### config.mk
export PLATFORM = sky130hd
export DESIGN_NAME = freq_classifier
export DESIGN_NICKNAME = d
export VERILOG_FILES = /design/src/rtl/freq_classifier.sv
export SDC_FILE = /design/constraint.sdc
export NUM_CORES = 1
export LEC_CHECK = 0
export CAP_MARGIN = 20
export CORE_MARGIN = 10
export CORE_UTILIZATION = 60
export CTS_CLUSTER_SIZE = 40
export DETAILED_ROUTE_END_ITERATION = 6
export PLACE_DENSITY_LB_ADDON = 0.05
export SLEW_MARGIN = 20
export SYNTH_ARGS = -nofsm -noshare
export SYNTH_HDL_FRONTEND = slang
export SYNTH_SLANG_ARGS = --single-unit
### constraint.sdc
create_clock -name clock -period 2.7 [get_ports clock]
set_clock_uncertainty 0.1 [all_clocks]
set_input_delay 0.675 -clock clock [delete_from_list [all_inputs] [get_ports clock]]
set_output_delay 0.675 -clock clock [all_outputs]
set_load 0.01 [all_outputs]
### src/rtl/freq_classifier.sv
// IR beacon classifier: counts synchronized rising edges per gate window on the
// front and side detectors and publishes a confirmed none/friendly/criminal code.
module freq_classifier #(
    parameter int GATE_CYCLES = 1_000_000,
    parameter int FRIEND_MIN  = 15,
    parameter int FRIEND_MAX  = 25,
    parameter int CRIM_MIN    = 5,
    parameter int CRIM_MAX    = 8,
    parameter int CONFIRM     = 3
) (
    input  logic       clock,
    input  logic       reset,
    input  logic       ir_front,
    input  logic       ir_side,
    output logic [1:0] Ffreq,
    output logic [1:0] Sfreq,
    output logic       win_done
);
    localparam int               WIN_W     = $clog2(GATE_CYCLES);
    localparam logic [WIN_W-1:0] WIN_LAST  = WIN_W'(GATE_CYCLES - 1);
    localparam logic [15:0]      CRIM_LO   = 16'(CRIM_MIN);
    localparam logic [15:0]      CRIM_HI   = 16'(CRIM_MAX);
    localparam logic [15:0]      FRIEND_LO = 16'(FRIEND_MIN);
    localparam logic [15:0]      FRIEND_HI = 16'(FRIEND_MAX);
    localparam logic [3:0]       CONF_N    = 4'(CONFIRM);
    localparam logic [15:0]      CNT_MAX   = 16'hFFFF;

    localparam logic [1:0] CODE_NONE   = 2'd0;
    localparam logic [1:0] CODE_FRIEND = 2'd1;
    localparam logic [1:0] CODE_CRIM   = 2'd2;

    // Channel 0 is the front detector, channel 1 the side detector.
    logic [1:0]       w_irIn;
    logic [1:0][2:0]  r_sync;
    logic [1:0]       w_edge;
    logic [WIN_W-1:0] r_winCnt;
    logic             w_terminal;
    logic             r_confirmStage;
    logic [1:0][15:0] r_cnt;
    logic [1:0][15:0] w_total;
    logic [1:0][1:0]  w_clsNext;
    logic [1:0][1:0]  r_cls;
    logic [1:0][1:0]  r_cand;
    logic [1:0][1:0]  w_candNext;
    logic [1:0][3:0]  r_match;
    logic [1:0][3:0]  w_matchNext;
    logic [1:0]       w_confirmed;

    assign w_irIn     = {ir_side, ir_front};
    assign w_terminal = (r_winCnt == WIN_LAST);

    always_comb begin
        w_edge      = '0;
        w_total     = '0;
        w_clsNext   = '0;
        w_candNext  = '0;
        w_matchNext = '0;
        w_confirmed = '0;
        for (int c = 0; c < 2; c++) begin
            w_edge[c] = r_sync[c][1] & ~r_sync[c][2];
            // An edge arriving in the terminal cycle still belongs to the closing window.
            w_total[c] = (r_cnt[c] == CNT_MAX) ? CNT_MAX : r_cnt[c] + 16'(w_edge[c]);

            if (w_total[c] >= CRIM_LO && w_total[c] <= CRIM_HI)
                w_clsNext[c] = CODE_CRIM;
            else if (w_total[c] >= FRIEND_LO && w_total[c] <= FRIEND_HI)
                w_clsNext[c] = CODE_FRIEND;
            else
                w_clsNext[c] = CODE_NONE;

            w_candNext[c] = r_cls[c];
            if (r_cls[c] == r_cand[c])
                w_matchNext[c] = (r_match[c] >= CONF_N) ? CONF_N : r_match[c] + 4'd1;
            else
                w_matchNext[c] = 4'd1;
            w_confirmed[c] = (w_matchNext[c] == CONF_N);
        end
    end

    always_ff @(posedge clock) begin
        if (reset) begin
            r_sync         <= '0;
            r_winCnt       <= '0;
            r_cnt          <= '0;
            r_cls          <= '0;
            r_confirmStage <= 1'b0;
        end else begin
            r_winCnt       <= w_terminal ? '0 : r_winCnt + WIN_W'(1);
            r_confirmStage <= w_terminal;
            for (int c = 0; c < 2; c++) begin
                r_sync[c] <= {r_sync[c][1:0], w_irIn[c]};
                if (w_terminal) begin
                    r_cnt[c] <= '0;
                    r_cls[c] <= w_clsNext[c];
                end else if (w_edge[c] && r_cnt[c] != CNT_MAX) begin
                    r_cnt[c] <= r_cnt[c] + 16'd1;
                end
            end
        end
    end

    // Confirm stage runs one cycle after the terminal cycle; win_done marks the result.
    always_ff @(posedge clock) begin
        if (reset) begin
            r_cand   <= '0;
            r_match  <= '0;
            Ffreq    <= CODE_NONE;
            Sfreq    <= CODE_NONE;
            win_done <= 1'b0;
        end else begin
            win_done <= r_confirmStage;
            if (r_confirmStage) begin
                r_cand  <= w_candNext;
                r_match <= w_matchNext;
                if (w_confirmed[0])
                    Ffreq <= w_candNext[0];
                if (w_confirmed[1])
                    Sfreq <= w_candNext[1];
            end
        end
    end
endmodule

=== Word-level counts from Yosys, hierarchy flattened ===
Index checks and enable logic that the tools add are counted.

* Add/subtract/negate cells: 7
* Order comparisons: 10
* Equal/unequal tests: 9
* Multiplexer cells: 10
* Bitwise logic cells: 4
* Reductions and logical operators: 9

{| class="wikitable"
|+ Operators with widths
! kind !! number
|-
| 16-bit by 1-bit adder with 16-bit output || 2
|-
| 16-bit by 1-bit adder with 16-bit output, second input constant || 2
|-
| 16-bit equality test, second input constant || 2
|-
| 16-bit by 3-bit greater-or-equal comparator with 1-bit output, second input constant || 2
|-
| 16-bit by 4-bit greater-or-equal comparator with 1-bit output, second input constant || 2
|-
| 16-bit by 4-bit <= comparator with 1-bit output, second input constant || 2
|-
| 16-bit by 5-bit <= comparator with 1-bit output, second input constant || 2
|-
| 16-bit two-way mux || 2
|-
| 16-bit != test, second input constant || 2
|-
| 20-bit by 1-bit adder with 20-bit output, second input constant || 1
|-
| 20-bit equality test, second input constant || 1
|-
| 4-bit two-way mux || 4
|-
| 4-bit by 1-bit adder with 4-bit output, second input constant || 2
|-
| 4-bit by 2-bit equality test with 1-bit output, second input constant || 2
|-
| 4-bit by 2-bit greater-or-equal comparator with 1-bit output, second input constant || 2
|-
| 1-bit logical AND || 6
|-
| 2-bit equality test || 2
|-
| 2-bit two-way mux || 2
|-
| 2-bit AND reduction || 2
|-
| 1-bit bitwise AND || 2
|-
| 1-bit two-way mux || 2
|-
| 1-bit NOT || 2
|-
| 2-bit OR reduction || 1
|}

* Flip-flop bits (word level): 80
* Output and inout port bits: 5

=== Logic depth before layout (Yosys ltp) ===
* Depth in word-level cells: 8
* Mapped depth: 11
* Gate-level depth less buffers: 10

=== Worst setup path after synthesis ===
No wires, ideal clock.

* Path kind: reg2reg
* From: register r_sync[5] in the netlist's numbering
* To: register r_cls[3] in the netlist's numbering
* Library setup time: 88 ps
* Arrival time: 2,122 ps
* Required time: 2,512 ps
* Slack: 389 ps
* Stages on the path, launching flop included: 11
* Clock period less this slack: 2,311 ps
* Cells stage by stage: dfxtp_1 nand2b_1 inv_1 ha_1 ha_1 buf_2 nand2_1 nor3_1 a31oi_1 or3_4 o32ai_2

* Cells in the longest elaborated chain, start to end: 7
* Elaborated cells on any way between the ends: 8
* Classes of those cells: add/sub: 1; order compare: 2; mux: 2; bitwise: 2; reduce/logical: 1

{| class="wikitable"
|+ Ends and longest elaborated chain
! item !! line !! text
|-
| start, declared || 34 || <nowiki>logic [1:0][2:0] r_sync;</nowiki>
|-
| start signal, assigned by index || 91 || <nowiki>r_sync[c] <= {r_sync[c][1:0], w_irIn[c]};</nowiki>
|-
| 1-bit NOT (*) || 60 || <nowiki>w_edge[c] = r_sync[c][1] & ~r_sync[c][2];</nowiki>
|-
| 1-bit bitwise AND (*) || 60 ||
|-
| 16-bit by 1-bit adder with 16-bit output (*) || 62 || <nowiki>w_total[c] = (r_cnt[c] == CNT_MAX) ? CNT_MAX : r_cnt[c] + 16'(w_edge[c]);</nowiki>
|-
| 16-bit two-way mux (*) || 62 ||
|-
| 16-bit by 3-bit greater-or-equal comparator with 1-bit output or 16-bit by 4-bit <= comparator with 1-bit output (tied branches) || 64 || <nowiki>if (w_total[c] >= CRIM_LO && w_total[c] <= CRIM_HI)</nowiki>
|-
| 1-bit logical AND (*) || 64 ||
|-
| 2-bit two-way mux (*) || 64 ||
|-
| end signal, assigned by index || 94 || <nowiki>r_cls[c] <= w_clsNext[c];</nowiki>
|-
| end, declared || 42 || <nowiki>logic [1:0][1:0] r_cls;</nowiki>
|}

Mark *: on every way between the ends. The rest lies on a longest branch, timed or not.
A chain may end at the register's enable or synchronous reset.

=== Worst setup path after layout ===
Ends and elaborated chain as after synthesis.

==> summary.md <==
| Metric | Value |
|---|---|
| Run status | completed |
| Worst EP arrival | 2.62 ns |
| Layout area overhead | 7.60% |
| Slew Viols, Final | 0 |
| Element type at the critical path end | flip-flop |
| Distinct cell type count after synthesis | 56 |
| Port Buf Inserts | 8 |
| Reg2Reg Depth | 9 |
| Number of nets in the synthesized netlist | 508 |
| Number of synthesized register bits | 80 |
| Setup repair after global routing missed its margin | false |
| Worst EP required | 2.87 ns |
| Proportion of power drawn by the clock network | 0.419 |
| Wire length of the first global-routing pass | 14.5 mm |
| Slew at the pin closest to its max-slew limit | 0.622 ns |
| Number of rows created at floorplan | 30 |
| Final WL | 8.19 mm |
| Sequential power share | 0.555 |
| Comb power frac | 0.027 |
| Vias in the first global route | 3,109 |
| Clock period minus worst slack | 2.45 ns |
| EDFF count, synth | 0 |
| Via-per-instance ratio | 5.79 |
| Initial cell density of the core | 0.614 |
| Length of routed met2 wiring | 3.95 mm |
| Clock slew seen by the registers of the worst setup and hold paths | 0.08 ns |
| Largest voltage drop on the vdd net | 0.346 mV |
| Post-synthesis async set-or-reset flop share | 0 |
| Insertion delay to the later sink of the worst-skew pair | 0.35 ns |
| Netlist area before placement | 4150 um2 |
| Critical path's slowest cell | sky130_fd_sc_hd__nor4_4 |
| Reg2Reg Setup Slack | 0.25 ns |
| Type of the worst setup path | reg2reg |
| Final worst-path setup slack | 0.246 ns |
| Area of the die | 10,600 um2 |
| Top_reg_cell synth | sky130_fd_sc_hd__dfxtp_1 |
| Period Utilization, post-route | 0.909 |
| Pre-CTS setup slack | 0.256 ns |
| Share of layout cells above drive strength 1 | 0.0687 |
| Number of inserted filler cells in the final layout | 579 |
| Initial DRC count | 145 |
| DRC violations left | 0 |
| Final total negative setup slack | 0 ns |
| Detail Route Antenna Nets | 0 |
| Pwr Density | 483 nW/um2 |
| Worst setup path endpoint | r_cls[3]$_SDFFE_PP0P_ |
| Critical R2R Launch | r_sync[5]$_SDFF_PP0_ |
| Detailed-placement wirelength estimate | 5.80 mm |
| Clock H-tree levels | 3 |
| Worst path buffer plus inverter count | 1 |
| Highest Clock Rate | 0.407 GHz |
| Average size of a mapped cell | 8.40 um2 |
| Largest net degree at the start of global routing | 51 |
| Global-route usage over all layers | 0.169 |
| First drt pass iteration count | 4 |
| Yosys warning count | 0 |
| Type of the tightest min-delay check | reg2reg |
| Critical Path Start Type | flip-flop |
| Tightest hold margin | 0.345 ns |
| Top routing layer in use | met4 |
| Number of setup violations in the final report | 0 |
| CP delay by family, top | simple AND/OR/NAND/NOR gates |
| Length of routed wiring on met1 | 3.85 mm |
| Maximum capacitance violations | 0 |
| Number of primary I/O pins | 9 |
| Critical path's largest stage delay | 0.40 ns |
| Maximum clock insertion buffer count | 2 |
| Setup Fix Bufs, Post-CTS | 0 |
| Sum of met3 wire segment lengths after detailed routing | 269 um |
| CTS tree | yes |
| Die outline height | 103 um |
| CP Launch Point | r_sync[5]$_SDFF_PP0_ |
| Total area of multi-input combinational cells | 2410 um2 |
| Net count reported at finish | 504 |
| Number of antenna violations at the first check in global routing | 0 |
| Switching power summed over all nets | 0.491 mW |
| Top fanout value on the critical path | 5 |
| Max_slew headroom | 0.584 |
| Leakage | 1.64 nW |
| Final GP Congestion | 0.886 |
| Total congestion overflow after global routing | 0 |
| Clock tree root buffer cell | sky130_fd_sc_hd__clkbuf_8 |
| Sequential share of the synthesized area | 0.386 |
| Inserted Diodes | 0 |
| Area taken by flip-flops and latches | 1600 um2 |
| Inserted Clock Buffers | 9 |
| Cells traversed along the worst timing path | nand2b_1 > inv_1 > ha_1 > nand3_1 > nor4_4 > and3_1 > o21ai_1 > or3_4 > o32ai_2 |
| Number of endpoints with negative hold slack in the final report | 0 |
| Horizontal die dimension | 103 um |
| Share of total power consumed by net switching | 0.228 |
| Mapped Cells | 494 |
| Internal | 1.66 mW |
| Via total after detailed routing | 3,331 |
| Total clock sinks | 80 |
| DR WL/cell | 14.2 um |
| Critical Path Stages | 9 |
| FF-to-FF End | r_cls[3]$_SDFFE_PP0P_ |
| Core ar. | 6760 um2 |
[power by group through the flow]
stage               sequential [mW]  clock (mW)  combinational (mW)
finish                         1.20       0.902              0.0579
global route                   1.20       0.973              0.0660
CTS                            1.20       0.929              0.0589
detailed placement             1.22           0              0.0586
global placement               1.22           0              0.0563
floorplan                      1.22           0              0.0416
[layout by cell type, fill, tap and decap left out, types with 10 or more instances in the layout]
cell type | Yosys | final
sky130_fd_sc_hd__nand3_1 | 34 | 34
sky130_fd_sc_hd__clkbuf_8 | 0 | 10
sky130_fd_sc_hd__nand4_1 | 14 | 14
sky130_fd_sc_hd__dfxtp_1 | 80 | 80
sky130_fd_sc_hd__nand2_1 | 32 | 32
sky130_fd_sc_hd__nand2b_1 | 10 | 10
sky130_fd_sc_hd__xor2_1 | 38 | 38
sky130_fd_sc_hd__and3_1 | 12 | 12
sky130_fd_sc_hd__nor2_1 | 82 | 82
sky130_fd_sc_hd__mux2i_1 | 11 | 11
sky130_fd_sc_hd__xnor2_1 | 23 | 23
sky130_fd_sc_hd__nor3_1 | 19 | 19
sky130_fd_sc_hd__ha_1 | 10 | 10
[metal layers]
| metal | global-route usage | vias to the layer above |
|---|---|---|
| li1 | - | 1708 |
| met1 | 0.213 | 1559 |
| met2 | 0.275 | 53 |
| met3 | 0.0442 | 11 |
| met4 | 0.0524 | 0 |
| met5 | 0 | - |
[per-stage QoR]
stage / instance area [um2] / cells / utilization / total power [mW]
finish: 4460 / 575 / 0.661 / 2.16
global route: 4460 / 575 / 0.661 / 2.24
CTS: 4460 / 575 / 0.660 / 2.18
detailed placement: 4250 / 559 / 0.629 / 1.28
global placement: 4250 / 559 / 0.629 / 1.28
floorplan: 4150 / 494 / - / 1.26
[layout make-up]
class,instances,area share
flip-flops and latches,80,0.359
inverters,6,0.00505
multi-input cells,379,0.540
repair buffers,14,0.0280
well taps,80,0.0224
clock buffers,10,0.0308
clock inverters,6,0.0151
[Yosys cell counts (2+ instances only)]
master | number | area (um2)
sky130_fd_sc_hd__o21ai_1 | 2 | 10.0
sky130_fd_sc_hd__ha_1 | 10 | 125
sky130_fd_sc_hd__or3_1 | 3 | 18.8
sky130_fd_sc_hd__xor2_1 | 38 | 333
sky130_fd_sc_hd__nand2b_1 | 10 | 62.6
sky130_fd_sc_hd__mux2i_1 | 11 | 110
sky130_fd_sc_hd__and3_1 | 12 | 75.1
sky130_fd_sc_hd__clkbuf_1 | 19 | 71.3
sky130_fd_sc_hd__nand2_1 | 32 | 120
sky130_fd_sc_hd__nor4_1 | 7 | 43.8
sky130_fd_sc_hd__and2_1 | 6 | 37.5
sky130_fd_sc_hd__and4_1 | 5 | 43.8
sky130_fd_sc_hd__nor2_1 | 82 | 308
sky130_fd_sc_hd__nand4_1 | 14 | 87.6
sky130_fd_sc_hd__nand3_1 | 34 | 170
sky130_fd_sc_hd__buf_2 | 9 | 45.0
sky130_fd_sc_hd__or4_1 | 2 | 15.0
sky130_fd_sc_hd__or2_2 | 2 | 12.5
sky130_fd_sc_hd__inv_1 | 6 | 22.5
sky130_fd_sc_hd__nor3_1 | 19 | 95.1
sky130_fd_sc_hd__a21oi_1 | 9 | 45.0
sky130_fd_sc_hd__o21ai_0 | 8 | 40.0
sky130_fd_sc_hd__a22o_1 | 2 | 17.5
sky130_fd_sc_hd__o22ai_1 | 3 | 18.8
sky130_fd_sc_hd__nor4b_1 | 2 | 17.5
sky130_fd_sc_hd__a31oi_1 | 2 | 12.5
sky130_fd_sc_hd__o31ai_1 | 4 | 30.0
sky130_fd_sc_hd__xnor2_1 | 23 | 201
sky130_fd_sc_hd__nor2b_1 | 9 | 56.3
sky130_fd_sc_hd__dfxtp_1 | 80 | 1600
sky130_fd_sc_hd__o211ai_1 | 4 | 30.0
[logic make-up (layout without fill, tap and decap cells)]
family	count (synthesis)	count (layout)	share of synthesized area
AND/OR/NAND/NOR	251	251	0.317
adder cells (fa/ha/maj)	10	10	0.0302
buffers and inverters	35	36	0.0347
AO/OA/AOI/OAI	46	46	0.0769
XOR/XNOR	61	61	0.129
multiplexers	11	11	0.0265
flip-flops	80	80	0.386
[worst min-delay path by stage]
stage,start,to,slack [ns],depth (start not counted)
detailed placement,r_sync[0]$_SDFF_PP0_,r_sync[1]$_SDFF_PP0_,0.33,1
global route,r_sync[0]$_SDFF_PP0_,r_sync[1]$_SDFF_PP0_,0.38,1
floorplan,r_sync[0]$_SDFF_PP0_,r_sync[1]$_SDFF_PP0_,0.31,1
global placement,r_sync[0]$_SDFF_PP0_,r_sync[1]$_SDFF_PP0_,0.33,1
CTS,r_sync[0]$_SDFF_PP0_,r_sync[1]$_SDFF_PP0_,0.35,1
finish,r_sync[0]$_SDFF_PP0_,r_sync[1]$_SDFF_PP0_,0.34,1
[sequential cells by signal, summed over array words and instances (netlist names)]
name / flops
r_cand: 4
r_confirmStage: 1
r_winCnt: 20
r_cnt: 32
r_match: 8
win_done: 1
Ffreq: 2
r_cls: 4
Sfreq: 2
r_sync: 6
[timing repair]
item	4_1_cts	5_1_grt
gates resized for setup	0	1
setup endpoints to repair	0	2
hold endpoints to repair	0	0
hold buffers	0	0
Power figures use the tool's default switching activity.
